[src/rtl/a2d_arb_pkg.sv]
// a2d_pkg: shared types and widths for the A2D round-robin arbiter.
//   arb_state_t : arbiter FSM states
//   RES_W       : A2D result width
//   CHNL_W      : A2D channel select width
package a2d_pkg;
  localparam int RES_W  = 12;
  localparam int CHNL_W = 3;

  typedef enum logic [1:0] {IDLE, START, WAIT, DONE} arb_state_t;
endpackage

[src/rtl/a2d_arb_if.sv]
// a2d_arb_if: handshake between the arbiter and the A2D_intf front end.
//   strt_cnv  : one-cycle conversion start   (arbiter -> A2D)
//   chnnl     : channel to convert           (arbiter -> A2D)
//   cnv_cmplt : one-cycle completion pulse   (A2D -> arbiter)
//   res       : conversion result            (A2D -> arbiter)
// master = arbiter side, slave = A2D_intf side.
interface a2d_arb_if;
  import a2d_pkg::*;

  logic              strt_cnv;
  logic [CHNL_W-1:0] chnnl;
  logic              cnv_cmplt;
  logic [RES_W-1:0]  res;

  modport master (output strt_cnv, chnnl, input  cnv_cmplt, res);
  modport slave  (input  strt_cnv, chnnl, output cnv_cmplt, res);
endinterface

[src/rtl/a2d_arb_rr_pick.sv]
// rr_pick: combinational round-robin picker.
//   req    : request vector
//   ptr    : highest-priority index (must be < NUM_REQ)
//   any    : at least one request present
//   winner : first set bit scanning ptr, ptr+1, ... wrapping at NUM_REQ
module rr_pick #(
  parameter int NUM_REQ = 4,
  parameter int PTR_W   = $clog2(NUM_REQ)
) (
  input  logic [NUM_REQ-1:0] req,
  input  logic [PTR_W-1:0]   ptr,
  output logic               any,
  output logic [PTR_W-1:0]   winner
);
  logic [PTR_W-1:0] w_idx;

  // Scan from the farthest offset down to ptr so the last hit,
  // i.e. the closest to ptr, is the one that sticks.
  always_comb begin
    any    = 1'b0;
    winner = '0;
    w_idx  = '0;
    for (int k = NUM_REQ-1; k >= 0; k--) begin
      w_idx = PTR_W'((int'(ptr) + k) % NUM_REQ);
      if (req[w_idx]) begin
        any    = 1'b1;
        winner = w_idx;
      end
    end
  end
endmodule

[src/rtl/a2d_arb.sv]
// a2d_arb: round-robin arbiter sharing one A2D_intf among NUM_REQ requesters.
//   clk, rst   : clock, synchronous active-high reset
//   req        : level request per requester, held until its done
//   req_chnnl  : 3-bit channel per requester, slice i = [3i+2:3i]
//   gnt        : one-hot grant, held for the whole transaction
//   done       : one-cycle pulse to the granted requester, res_out valid
//   err        : pulses with done when the conversion timed out
//   res_out    : conversion result (0 on timeout)
//   busy       : FSM not in IDLE
//   a2d        : strt_cnv/chnnl out, cnv_cmplt/res in
// All outputs are registers or decodes of the registered state, so there is
// no combinational path from req to gnt or strt_cnv.
module a2d_arb
  import a2d_pkg::*;
#(
  parameter int NUM_REQ = 4,
  parameter int TIMEOUT = 4096
) (
  input  logic                      clk,
  input  logic                      rst,
  input  logic [NUM_REQ-1:0]        req,
  input  logic [CHNL_W*NUM_REQ-1:0] req_chnnl,
  output logic [NUM_REQ-1:0]        gnt,
  output logic [NUM_REQ-1:0]        done,
  output logic [NUM_REQ-1:0]        err,
  output logic [RES_W-1:0]          res_out,
  output logic                      busy,
  a2d_arb_if.master                 a2d
);
  localparam int PTR_W = $clog2(NUM_REQ);
  localparam int CNT_W = $clog2(TIMEOUT);

  arb_state_t        r_state;
  logic [PTR_W-1:0]  r_ptr;
  logic [PTR_W-1:0]  r_win;
  logic [CNT_W-1:0]  r_cnt;
  logic [NUM_REQ-1:0] r_gnt;
  logic [NUM_REQ-1:0] r_done;
  logic [NUM_REQ-1:0] r_err;
  logic [RES_W-1:0]  r_res_out;
  logic              r_strt;
  logic [CHNL_W-1:0] r_chnnl;

  logic              w_any;
  logic [PTR_W-1:0]  w_winner;

  rr_pick #(.NUM_REQ(NUM_REQ), .PTR_W(PTR_W)) u_pick (
    .req    (req),
    .ptr    (r_ptr),
    .any    (w_any),
    .winner (w_winner)
  );

  always_ff @(posedge clk) begin
    if (rst) begin
      r_state   <= IDLE;
      r_ptr     <= '0;
      r_win     <= '0;
      r_cnt     <= '0;
      r_gnt     <= '0;
      r_done    <= '0;
      r_err     <= '0;
      r_res_out <= '0;
      r_strt    <= 1'b0;
      r_chnnl   <= '0;
    end else begin
      // pulse outputs default low
      r_done <= '0;
      r_err  <= '0;
      r_strt <= 1'b0;
      case (r_state)
        IDLE: if (w_any) begin
          r_gnt   <= NUM_REQ'(1) << w_winner;
          r_win   <= w_winner;
          r_chnnl <= req_chnnl[int'(w_winner)*CHNL_W +: CHNL_W];
          r_strt  <= 1'b1;  // high for the single START cycle
          r_state <= START;
        end
        START: begin
          r_cnt   <= '0;
          r_state <= WAIT;
        end
        WAIT: begin
          if (a2d.cnv_cmplt) begin
            r_res_out <= a2d.res;
            r_done    <= r_gnt;
            r_state   <= DONE;
          end else if (r_cnt == CNT_W'(TIMEOUT-1)) begin
            // conversion never finished; hand back a zero result with err
            r_res_out <= '0;
            r_done    <= r_gnt;
            r_err     <= r_gnt;
            r_state   <= DONE;
          end else begin
            r_cnt <= r_cnt + 1'b1;
          end
        end
        DONE: begin
          r_gnt     <= '0;
          r_res_out <= '0;
          r_ptr     <= (r_win == PTR_W'(NUM_REQ-1)) ? '0 : r_win + 1'b1;
          r_state   <= IDLE;
        end
      endcase
    end
  end

  assign gnt          = r_gnt;
  assign done         = r_done;
  assign err          = r_err;
  assign res_out      = r_res_out;
  assign busy         = (r_state != IDLE);
  assign a2d.strt_cnv = r_strt;
  assign a2d.chnnl    = r_chnnl;
endmodule

[src/flat_wrapper.sv]
// flat-port wrapper written by rule: the top's interface ports become plain ports
module a2d_arb_flat import a2d_pkg::*;
#(
  parameter int NUM_REQ = 4,
  parameter int TIMEOUT = 4096
)
  (clk, rst, req, req_chnnl, gnt, done, err, res_out, busy, a2d_strt_cnv, a2d_chnnl, a2d_cnv_cmplt, a2d_res);
  a2d_arb_if a2d_i ();
  input  logic clk;
  input  logic rst;
  input  logic [NUM_REQ-1:0] req;
  input  logic [CHNL_W*NUM_REQ-1:0] req_chnnl;
  output logic [NUM_REQ-1:0] gnt;
  output logic [NUM_REQ-1:0] done;
  output logic [NUM_REQ-1:0] err;
  output logic [RES_W-1:0] res_out;
  output logic busy;
  output wire logic [$bits(a2d_i.strt_cnv)-1:0] a2d_strt_cnv;
  output wire logic [$bits(a2d_i.chnnl)-1:0] a2d_chnnl;
  input wire logic [$bits(a2d_i.cnv_cmplt)-1:0] a2d_cnv_cmplt;
  input wire logic [$bits(a2d_i.res)-1:0] a2d_res;
  assign a2d_strt_cnv = a2d_i.strt_cnv;
  assign a2d_chnnl = a2d_i.chnnl;
  assign a2d_i.cnv_cmplt = a2d_cnv_cmplt;
  assign a2d_i.res = a2d_res;
  a2d_arb #(.NUM_REQ(NUM_REQ), .TIMEOUT(TIMEOUT)) u_core (.clk(clk), .rst(rst), .req(req), .req_chnnl(req_chnnl), .gnt(gnt), .done(done), .err(err), .res_out(res_out), .busy(busy), .a2d(a2d_i));
endmodule
[config.mk]
export PLATFORM = sky130hd
export DESIGN_NAME = a2d_arb_flat
export DESIGN_NICKNAME = d
export VERILOG_FILES = /design/src/rtl/a2d_arb_pkg.sv /design/src/rtl/a2d_arb_if.sv /design/src/rtl/a2d_arb_rr_pick.sv /design/src/rtl/a2d_arb.sv /design/src/flat_wrapper.sv
export SDC_FILE = /design/constraint.sdc
export NUM_CORES = 1
export LEC_CHECK = 0
export CORE_MARGIN = 1
export CORE_UTILIZATION = 42
export CTS_BUF_LIST = sky130_fd_sc_hd__clkbuf_16
export CTS_CLUSTER_SIZE = 30
export DETAILED_ROUTE_END_ITERATION = 10
export PLACE_DENSITY = 0.85
export SYNTH_ARGS = -nofsm -noshare
export SYNTH_HDL_FRONTEND = slang
export SYNTH_SLANG_ARGS = --single-unit
[constraint.sdc]
create_clock -name clk -period 1.7 [get_ports clk]
set_input_delay 0.425 -clock clk [delete_from_list [all_inputs] [get_ports clk]]
set_output_delay 0.425 -clock clk [all_outputs]
set_load 0.05 [all_outputs]
* Word-level counts from Yosys, hierarchy flattened *
Cells that the tools add are included.

word-level totals
  memory bits (read-only) = 0
  bits of input ports = 31
  bits in latches = 0
  bits in writable memories = 0
  output and inout bits = 29
  memories = 0
  bits in registers = 46
  word-level logic and storage cells = 78

operators by class
  magnitude comparators = 4
  reduce and logical (&&, ||, !) cells = 13
  shift operators = 2
  $add $sub $neg = 5
  multiply operators = 1
  mux-type cells = 32
  bitwise logic cells = 2
  eq/ne operators = 9
  divide/modulo/power cells = 0

operator list
  cell                                                        count
  two-way mux 12 bit                                          4
  case mux 12 bit (2 select lines)                            2
  indexed part select 12 x 32 -> 3 bit                        1
  two-way mux 2 bit                                           8
  adder 12 x 1 -> 12 bit, second input constant               1
  equality test 12 bit, second input constant                 1
  less-than comparator 2 x 3 -> 1 bit, second input constant  4
  two-way mux 4 bit                                           3
  two-way mux 1 bit                                           9
  binary-select mux 1 bit (select 2 bit)                      4
  case mux 2 bit (4 select lines)                             1
  case mux 4 bit (2 select lines)                             1
  AND reduction 2 bit                                         4
  nonzero test 2 bit                                          4
  equality test 2 bit, second input constant                  3
  inequality test 2 bit, second input constant                3
  adder 2 x 1 -> 2 bit, second input constant                 2
  adder 2 bit, second input constant                          2
  multiplier 2 x 2 -> 4 bit, second input constant            1
  OR reduction 2 bit                                          2
  left shift 1 x 2 -> 4 bit, first input constant             1
  inequality test 3 x 2 -> 1 bit, second input constant       1
  AND reduction 3 bit                                         1
  OR reduction 3 bit                                          1
  other kinds (3)                                             4

* Depth between registers and ports, before layout *
  word-level depth = 10
  gate-level depth with buffers = 8
  depth with buffers taken out = 7

* By module *
Synthesis repeated with hierarchy kept, for this count alone.

second synthesis, totals
  cell total of the unflattened synthesis = 218
  area, all modules = 2044.5 um^2

by module, submodules not included
  module   cells an instance  times used  seq. area each (um^2)  area each (um^2)
  a2d_arb  205                1           920.9                  1966.9
  rr_pick  13                 1           0.0                    77.6

* Worst setup path after synthesis *
OpenSTA, ideal clock, no wires.

  path type = register to register
  start = register u_core.r_state[0]
  end = register u_core.r_cnt[10]
  buffers on the path = 1
  data required time = 1.572 ns
  clock period less this slack = 1.706 ns
  stages on the path, launching flop included = 9
  library setup time = 0.128 ns
  arrival time = 1.579 ns
  setup slack = -0.006 ns
  cells stage by stage = dfxtp_1 inv_1 ha_1 nor2b_1 clkbuf_1 o21ba_2 nor4_1 xnor2_1 nor2_1

between the ends
  longest elaborated chain between the ends = 3
  elaborated cells between the ends (all ways) = 7
  those cells by class = 4 x eq/ne; 1 x mux; 2 x reduce/logical

RTL lines
  item                                                                          RTL line       source
  start: declaration                                                            a2d_arb.sv:33  arb_state_t r_state;
  start signal: assignment                                                      a2d_arb.sv:56  r_state <= IDLE;
  start signal: assignment                                                      a2d_arb.sv:77  r_state <= START;
  start signal: assignment                                                      a2d_arb.sv:81  r_state <= WAIT;
  equality test 2 bit or equality test 2 x 1 -> 1 bit (tied branches)           a2d_arb.sv:71  case (r_state)
  inequality test 2 bit (no source line) or nonzero test 2 bit (tied branches)  --
  AND reduction 3 bit (no source line)                                          --
  end signal: assignment                                                        a2d_arb.sv:95  r_cnt <= r_cnt + 1'b1;
  end: declaration                                                              a2d_arb.sv:36  logic [CNT_W-1:0] r_cnt;

Parallel ways exist; a longest one is shown, timed or not.
A chain may end at the register's enable or synchronous reset.

* Worst setup path in the final report *
  start = register u_core.r_ptr[1]
  end = register u_core.r_gnt[2] (netlist: u_core.gnt[2])

between the ends
  longest elaborated chain between the ends = 10
  elaborated cells between the ends (all ways) = 24
  those cells by class = 3 x add/sub; 1 x eq/ne; 1 x shift; 18 x mux; 1 x reduce/logical

RTL lines
  item                                     RTL line               source
  start: declaration                       a2d_arb.sv:34          logic [PTR_W-1:0] r_ptr;
  start signal: assignment                 a2d_arb.sv:101         r_ptr <= (r_win == PTR_W'(NUM_REQ-1)) ? '0 : r_win + 1'b1;
  adder 2 bit                              a2d_arb_rr_pick.sv:24  w_idx = PTR_W'((int'(ptr) + k) % NUM_REQ);
  binary-select mux 1 bit (select 2 bit)   a2d_arb_rr_pick.sv:25  if (req[w_idx]) begin
  two-way mux 1 bit (not written as such)  a2d_arb_rr_pick.sv:25
  two-way mux 2 bit (4 in a row)           a2d_arb_rr_pick.sv:25
  left shift 1 x 2 -> 4 bit                a2d_arb.sv:73          r_gnt <= NUM_REQ'(1) << w_winner;
  two-way mux 4 bit                        a2d_arb.sv:72          IDLE: if (w_any) begin
  case mux 4 bit (2 select lines)          a2d_arb.sv:71
  end signal: assignment                   a2d_arb.sv:73
  end: declaration                         a2d_arb.sv:37          logic [NUM_REQ-1:0] r_gnt;

Parallel ways exist; a longest one is shown, timed or not. The select of a mux whose other input is x is not followed.

==> impl_metrics.yaml <==
yosys:
  ys_types: 40
  synth_top_cell_by_area: "dfxtp_1"
  synthArstFlopShare_pct: 0
  synth-seq-cells: 46
  summed_instance_area_of_the_synthesized_netlist_mm2: 0.002011
  synth.yosys.warnings: 0
  synth_top_area_share_pct: 45.80
  yosys_most_used_dff: "dfxtp_1"
  synth_fp_nets: 245
  edff_count_synth: 0
  register_area_share_after_synthesis_pct: 45.80
  synthesis.area_per_instance_um2: 9.667
  synth_top_cells_by_area: "dfxtp_1, mux2i_1, a22o_1, nor2_1, ha_1"
  synth_instances: 208
cts:
  cts_buffers: 5
  clock_tree.htree_level_count: 2
  clock_path_buffers: 2
  clk_root_buffer_cell: "clkbuf_16"
  clk_latency_ps: 290
  cts.hold.buffers_added: 0
  worst_setup_hold_path_clk_slew_ps: 70
  clock_tree_from_tritoncts: "built"
  tritoncts_num_sinks: 46
hold_path:
  hold_path_class: "reg2reg"
  worst_hold_path.endpoint: "u_core.res_out[0]$_SDFFE_PP0P_"
  timing.hold.worst_path_depth: 1
  min_from: "u_core.res_out[0]$_SDFFE_PP0P_"
layout:
  flow.area_growth_from_synthesis_pct: 53.83
  final_common_cell: "buf_4"
  ratio_of_cells_with_drive_above_1_in_the_final_layout_pct: 32.08
  total_nets_final: 329
  instances_no_fill: 345
  most-common-layout-cells: "buf_4, dfxtp_1, nor2_1, clkdlybuf4s50_1, a22o_1"
  post-route-cell-area_mm2: 0.003093
  antenna-diode-count: 0
floorplanning:
  core.rowCount: 24
  floorplan.initialDensity_pct: 44.94
  io_pins: 60
  coreArea_mm2: 0.004474
  floorplan.die.height_um: 71.19
  die_w_um: 71.19
  floorplan.die_area_mm2: 0.005068
place:
  port_buffers: 59
  gp_routability_congestion: 0.8419
  place_area_mm2: 0.002813
  place_ws_ps: -538.3
  post-dp-hpwl_um: 3453
  place_inst: 336
timing:
  skew_ps: 8.218
  grt_setup_unrepaired: "true"
  max_freq_ghz: 0.5855
  max_slew.worst_pin.slew_ps: 526.4
  hold_slack_ps: 478.6
  final.period_utilization_pct: 100.5
  layout_setup_ws_ps: -7.812
  timing.final.max_slew_violations: 0
  maxSlewHeadroom_pct: 64.52
  finalCriticalPeriod_ps: 1708
  hold_viol_final: 0
  report.final.setup_viol: 1
worst_setup_path:
  reg2reg_from: "u_core.r_ptr[1]$_SDFFE_PP0P_"
  start_kind: "register"
  worst_r2r_endpoint: "u_core.gnt[2]$_SDFFE_PP0P_"
  critPathCaptureType: "register"
  crit_required_ps: 1920
  r2r.worst_path.cells: 5
  worst-r2r-setup-slack_ps: -8
  crit_fanout: 6
  arrival_ps: 1930
  crit_type: "reg2reg"
global_route:
  grt-ovfl-total: 0
  first_global_vias: 1724
  grt_start_max_net_pins: 16
  groute.usage.overall_pct: 20.67
  grt_antenna_before_repair: 0
  wire_length_of_the_first_global_routing_pass_um: 8142
flow_run:
  maxCapViolCount: 0
route:
  vias_per_cell: 5.328
  drt_pre_antenna_iters: 7
  vias: 1838
  first_iter_violations: 88
  post-route-drc-count: 3
  antenna_left: 0
  route.final.wire_length_um: 5329
  routed_length_per_placed_instance_um: 15.45
power_and_ir_drop:
  finalPower_mw: 3.941
  cellPowerDensity_mw_per_mm2: 1274
  ir_drop_mv: 0.6477
  power_leakage_nw: 1.282
run_status:
  outcome: "finished, violations left"
  failing_checks: "design-rule violations, negative setup slack"
-- cells in the mapped netlist, types with 2 or more instances --
cell type  number
or4_1           2
o221ai_1        3
nor2_1         28
nand2_1        11
a31oi_1         2
xor2_1          7
a21oi_1         5
inv_1           6
ha_1            6
o2111ai_1       2
nand4_1         4
xnor2_1         2
nor3b_1         3
clkbuf_1        5
nor3_1          4
mux2i_1        13
a22o_1         14
nor2b_1         3
nand3b_1        3
buf_2           4
dfxtp_1        46
o21ai_0         3
nor4_1          2
and2_1          9
nand3_1         2
nand2b_1        4
and4_1          2
-- flip-flops by register name, summed over array words and instances (netlist names) --
| name | cells |
|---|---|
| u_core.a2d.strt_cnv | 1 |
| u_core.gnt | 4 |
| u_core.done | 4 |
| u_core.r_state | 2 |
| u_core.r_ptr | 2 |
| u_core.res_out | 12 |
| u_core.r_cnt | 12 |
| u_core.a2d.chnnl | 3 |
| u_core.err | 4 |
| u_core.r_win | 2 |
-- cells by family after synthesis --
| family | count (synthesis) | synth area share [%] |
|---|---|---|
| buffers and inverters | 15 | 3.049 |
| adder cells (fa/ha/maj) | 6 | 3.734 |
| AO/OA/AOI/OAI | 38 | 15.93 |
| XOR/XNOR | 9 | 3.921 |
| flip-flops | 46 | 45.80 |
| multiplexers | 13 | 6.471 |
| AND/OR/NAND/NOR | 81 | 21.09 |
-- metal layers --
layer | up-vias | global-route usage (%) | part of all wire [%]
met2 | 33 | 36.19 | 52
met4 | 0 | 6.889 | 1.4
met1 | 881 | 25.73 | 44
li1 | 915 | - | -
met3 | 9 | 3.419 | 2.5
met5 | - | 0 | 0
-- critical path: stages, from the launching register on --
cell,delay [ps]
dfxtp_4,390
a21oi_4,130
nor3b_2,70
or3_4,400
or4_4,520
a21oi_2,130
-- stage by stage --
stage | TNS (ps) | utilization (%)
2_1_floorplan | 0 | -
3_3_place_gp | -8187 | 62.86
3_5_place_dp | -8649 | 62.86
4_1_cts | 0 | 67.90
5_1_grt | -59.66 | 69.13
6_report | -7.812 | 69.13
-- what timing repair did --
item,CTS,global route
pin swaps,4,2
cloned,1,0
endpoints found under the setup margin,11,28
gates resized for setup,16,22
buffers inserted,0,0
-- power by group --
group          leakage (nW)  switching (mW)  internal [mW]
sequential            0.375           0.121           1.21
combinational         0.823           0.856          0.652
clock                0.0842           0.409          0.696
total                  1.28            1.39           2.56
-- final cells by class --
cell class	instances	area, um2
Clock inverter	3	43.79
Inverter	6	22.52
Clock buffer	5	125.1
Sequential cell	46	927.1
Timing Repair Buffer	85	755.7
Tap cell	52	65.06
Fill cell	333	1381
Multi-Input combinational cell	148	1154
-- worst max path at each step --
stage	startpoint	to	slack (ps)	cells after the start
6_report	u_core.r_ptr[1]$_SDFFE_PP0P_	u_core.gnt[2]$_SDFFE_PP0P_	-8	5
5_1_grt	u_core.r_ptr[1]$_SDFFE_PP0P_	u_core.gnt[2]$_SDFFE_PP0P_	-60	5
4_1_cts	u_core.r_ptr[1]$_SDFFE_PP0P_	u_core.gnt[2]$_SDFFE_PP0P_	5	5
3_5_place_dp	req[1]	u_core.a2d.chnnl[2]$_SDFFE_PP0P_	-540	6
3_3_place_gp	req[0]	u_core.gnt[2]$_SDFFE_PP0P_	-480	6
2_1_floorplan	req[2]	u_core.gnt[3]$_SDFFE_PP0P_	20	4
Note: power is estimated with default switching activity, not from simulation.
==> variant 1 (same flow settings) <==
Reset style: asynchronous (`rst`), changed in one clocked block. Comments in the files are not updated.
--- a/src/rtl/a2d_arb.sv
+++ b/src/rtl/a2d_arb.sv
@@ -51,7 +51,7 @@
     .winner (w_winner)
   );
 
-  always_ff @(posedge clk) begin
+  always_ff @(posedge clk or posedge rst) begin
     if (rst) begin
       r_state   <= IDLE;
       r_ptr     <= '0;
Formal check against the unedited RTL: differs if rst is asserted again (counterexample within 4 cycles, from zero or initial values and one cycle with rst high); with rst held inactive, the same outputs for 10 cycles.
==> variant 1 against the original RTL <==
- the flow finishes with violations (setup timing)
- via count fell by 1.3%
- wire length fell by 0.56%
- sequential power rose by 20%
- power rose by 36%
- design area rose by 5.6%
- count of clock-buffer cells in the layout did not move
- worst setup slack got worse by 0.014 ns
- die area rose by 6.4%
- synthesized area rose by 6.6%
- sequential cell count did not move
- critical path type unchanged
==> variant 1: results (changes against the original RTL) <==
- Peak VDD IR: 0.9912 mV (+53%)
- CTS Buf Count: 5 (unchanged)
- Synth top cells by count: dfrtp_1, nor2_1, nand2_1, a22o_1
- Syn Area/Cell: 11.22 µm² (+16%)
- Top cells by area, synth: dfrtp_1, a22o_1, xor2_1
- Sequential share of the synthesized area: 53.71% (+7.9 points)
- Starting DRC count in detailed routing: 93 (+5.7%)
- Final nets: 318 (-3.3%)
- DP Worst Slack: -0.5228 ns (+0.01548 ns)
- Vias: 1814 (-1.3%)
- Switching power of the nets: 2175 µW (+57%)
- Syn. warnings: 0 (unchanged)
- H-tree depth: 2 (unchanged)
- Vias in the first global route: 1892 (+9.7%)
- Violated checks: setup timing
- Placement Cell Area: 3027 µm² (+7.6%)
- FF-to-FF Start: u_core.r_state[1]
- Port buffer count: 59 (unchanged)
- Diode count: 0 (unchanged)
- Distinct cells, synth: 41 (+2.5%)
- GPL Wtd Cong: 0.7853 (-6.7%)
- Initial antenna violation count: 0 (unchanged)
- R2r worst-path depth: 7 (+2)
- Clock Pin Slew Worst Setup and Hold Paths: roughly 0.060 ns
- Clock Tree Root: clkbuf_16
- Placed Cells: 337 (+0.30%)
- Leak: 0.001556 µW (+21%)
- Status: finished, violations left
- Pin count of the biggest net entering global routing: 19 (+3)
- Arr. time, crit path: 1.89 ns (-0.04 ns)
- Peak fanout along the critical path: 6 (unchanged)
- Main synth FF type: dfrtp_1
- Layout cell share with drive strength beyond 1: 32.62% (+0.54 points)
- Clk_lat worst skew: 0.29 ns (about the same)
- Setup TNS: -0.03222 ns (-0.02440 ns)
- Hpwl dp: 3800 µm (+10%)
- Routed WL: 5299 µm (-0.56%)
- All-layer global routing usage: 21.22% (+0.55 points)
- Final setup violating endpoints: 2 (+1)
- Hold WC Path Type: in -> async
- Synth async-reset ratio: 100.0% (+100 points)
- End of the worst register-to-register path: u_core.a2d.chnnl[2]
- DRT Pass-1 Iters: 4 (-3)
- Worst setup margin: -0.02214 ns (-0.01433 ns)
- Core area: 4817 µm² (+7.7%)
- Net Count, Synth: 228 (-6.9%)
- Hold WS: 0.4218 ns (-0.05679 ns)
- Skew final: 0.005891 ns (-0.002326 ns)
- Drt via density: 5.198 (-2.4%)
- First-pass GRT wire length: 8604 µm (+5.7%)
- CTS max path bufs: 2 (unchanged)
- Max-slew headroom: 67.32% (+2.8 points)
[variant 1: cell types whose count changed after synthesis, moves of 5 or more]
| cell | unedited run | this run |
|---|---|---|
| dfrtp_1 | 0 | 46 |
| dfxtp_1 | 46 | 0 |
| nor2_1 | 28 | 15 |
| mux2i_1 | 13 | 3 |
| o21ai_0 | 3 | 9 |
| and3_1 | 1 | 6 |
| nand3_1 | 2 | 7 |
[variant 1: metal layers]
metal / up-vias / GRT usage [%] / wire length (µm)
met5: - / 0 / 0
met4: 0 / 7.479 / 67
met3: 6 / 4.390 / 168
met2: 55 / 39.20 / 2819
met1: 881 / 24.14 / 2244
li1: 872 / - / -
[variant 1: layout make-up]
cell class | count | area [µm²]
fill | 373 | 1551
sequential | 46 | 1151
multi-input combinational | 132 | 1005
timing repair buffer | 89 | 825.8
clock buffer | 5 | 125.1
tap | 67 | 83.83
clock inverter | 3 | 41.29
inverter | 7 | 33.78
[variant 1: timing repair]
item | CTS | global route
setup buffers | 3 | 1
resized for setup | 8 | 12
pin swaps | 2 | 0
endpoints found under the setup margin | 22 | 23
[variant 1: critical path, stage by stage (launching register included)]
cell      delay, ns
dfrtp_1        0.41
inv_2          0.10
ha_4           0.17
inv_8          0.03
nor2_4         0.09
or4b_4         0.55
a211oi_4       0.21
a211oi_2       0.05
[variant 1: power groups by stage]
stage          Combinational [µW]  Clock, µW  Sequential [µW]
3_5_place_dp                 2570          0             1600
6_report                     2710       1080             1590
2_1_floorplan                1020          0             2100
3_3_place_gp                 2490          0             1580
5_1_grt                      2920       1140             1620
4_1_cts                      2630       1090             1580
[variant 1: cell families after synthesis]
kind of cell               share of synthesized area [%]
adders and majority gates                          3.503
DFF                                                53.71
muxes                                              2.452
buffers and inverters                              2.743
xor gates and xnor gates                           3.678
AOI/OAI and AO/OA                                  17.92
and+or+nand+nor                                    16.00
[variant 1: worst max path at each step]
stage                            from                  end  slack (ns)  cells past startpoint
CTS                 u_core.r_state[1]  u_core.a2d.chnnl[2]       0.004                      7
global route        u_core.r_state[1]  u_core.a2d.chnnl[2]        -0.1                      7
global placement               req[3]  u_core.a2d.chnnl[2]       -0.42                      6
finish              u_core.r_state[1]  u_core.a2d.chnnl[2]       -0.02                      7
floorplan           u_core.r_state[1]  u_core.a2d.chnnl[0]       -0.06                      8
detailed placement             req[0]  u_core.a2d.chnnl[2]       -0.52                      6
==> variant 2 (same flow settings) <==
Made on the original files. `CHNL_W`: 3 -> 6.
--- a/src/rtl/a2d_arb_pkg.sv
+++ b/src/rtl/a2d_arb_pkg.sv
@@ -4,7 +4,7 @@
 //   CHNL_W      : A2D channel select width
 package a2d_pkg;
   localparam int RES_W  = 12;
-  localparam int CHNL_W = 3;
+  localparam int CHNL_W = 6;
 
   typedef enum logic [1:0] {IDLE, START, WAIT, DONE} arb_state_t;
 endpackage
Interface: changed (resized a2d_chnnl and req_chnnl); port bits go from 60 to 75. The function was not compared with the original's and may differ.
==> variant 2 against the original RTL <==
- combinational power is 32% higher
- count of clock-buffer cells in the layout unchanged
- sequential power up 8%
- power rose by 15%
- sequential share of layout area fell by 2.5 points
- synthesized area grew 12%
- clock power barely moved
- die area is 12% higher
- wire length up 9.3%
- worst setup slack improved by 0.047 ns
- design area is 16% higher
- sequential cell count is 3 higher
- non-clock buffer count up 23
- critical endpoint is now u_core.gnt[3]
- largest power group unchanged
==> variant 2: results (changes against the original RTL) <==
- Post-Synth Adder-Cell Area: 3.320% (-0.41 points)
- CTS max path bufs: 2 (unchanged)
- Synth Area in Compound Gates: 14.44% (-1.5 points)
- Hold WC Path Type: reg -> reg
- All-layer global routing usage: 20.09% (-0.58 points)
- Placed Cells: 412 (+23%)
- Mapped Cells: 249 (+20%)
- DRT Pass-1 Iters: 4 (-3)
- Worst Setup EP: u_core.gnt[3]
- Sequential share of the synthesized area: 43.39% (-2.4 points)
- Fin crit share: 97.71% (-2.7 points)
- R2r worst-path depth: 7 (+2)
- Fraction of synthesized area in multiplexers: 7.969% (+1.5 points)
- Net Count, Synth: 298 (+22%)
- H-tree depth: 2 (unchanged)
- Sequential Area: 983.4 µm² (+6.1%)
- Pin count of the biggest net entering global routing: 25 (+9)
- Clock Power Share: 24.2% (-3.8 points)
- Met2 wire length: 2887 µm (+4.1%)
- Clock Tree Root: clkbuf_16
- GPL Wtd Cong: 0.8558 (+1.7%)
- Logic power comb: 2000 µW (+32%)
- Metal1 wirelength: 2492 µm (+6.1%)
- Hold depth: 2 (+1)
- Skew final: 0.004798 ns (-0.003419 ns)
- Grt met2 use: 34.62% (-1.6 points)
- Synth top cells by count: dfxtp_1, nor2_1, mux2i_1, nand2b_1
- Hold WS: 0.4782 ns (-0.0004070 ns)
- Switching Fraction: 37.04% (+1.9 points)
- Setup bufs post-CTS: 2 (+2)
- Status: complete, no violations
- DP Worst Slack: -0.4484 ns (+0.08983 ns)
- Final nets: 401 (+22%)
- Met3 usage: 6.217% (+2.8 points)
- FILL cells: 395 (+19%)
- Peak fanout along the critical path: 7 (+1)
- First-pass GRT wire length: 8804 µm (+8.1%)
- Starting DRC count in detailed routing: 75 (-15%)
- Cells resized by post-CTS repair: 13 (-3)
- Vias: 2203 (+20%)
- Internal: 2858 µW (+12%)
- Met3 Wirelength: 395 µm (+200%)
- Leak: 0.001441 µW (+12%)
- Arr. time, crit path: 1.84 ns (-0.09 ns)
- CP startpoint: u_core.r_ptr[0]
- Top cells by area, synth: dfxtp_1, mux2i_1, nand2b_1
- Drt wl/cell: 13.76 µm (-11%)
- Distinct cells, synth: 41 (+2.5%)
- Layout cell share with drive strength beyond 1: 27.48% (-4.6 points)
- Port buffer count: 74 (+25%)
- Synth Area in XOR/XNOR: 2.324% (-1.6 points)
- R2R Setup Slk: 0.04 ns (+0.05 ns)
- Hpwl dp: 4111 µm (+19%)
- Placement Cell Area: 3278 µm² (+17%)
- GR Layer Usage met1: 24.51% (-1.2 points)
- Routed WL: 5822 µm (+9.3%)
- Vias in the first global route: 2009 (+17%)
- Worst slew pin tran: 0.4490 ns (-0.07749 ns)
- Initial antenna violation count: 0 (unchanged)
- Peak VDD IR: 0.9693 mV (+50%)
[variant 2: changes by cell type after synthesis, sizes merged, moves of 5 or more]
cell / unedited run / this run
mux2i: 13 / 18
a22o: 14 / 0
nor2: 28 / 22
nand3: 2 / 16
o21ai: 3 / 16
a21oi: 6 / 11
nand2b: 4 / 18
nand3b: 3 / 8
[variant 2: area by class of cell]
cell class / instances / share of cell area, %
Tap cell: 70 / 2.445
Clock inverter: 3 / 1.048
Sequential cell: 49 / 27.45
Timing Repair Buffer: 108 / 28.68
Inverter: 5 / 0.5239
Multi-Input combinational cell: 183 / 36.36
Clock buffer: 5 / 3.493
[variant 2: critical path: stages (launching register included)]
cell	delay, ns
dfxtp_2	0.34
nand2b_1	0.15
nor2b_1	0.13
o22a_2	0.25
bufbuf_16	0.28
buf_4	0.13
a32oi_1	0.19
nor2_1	0.07
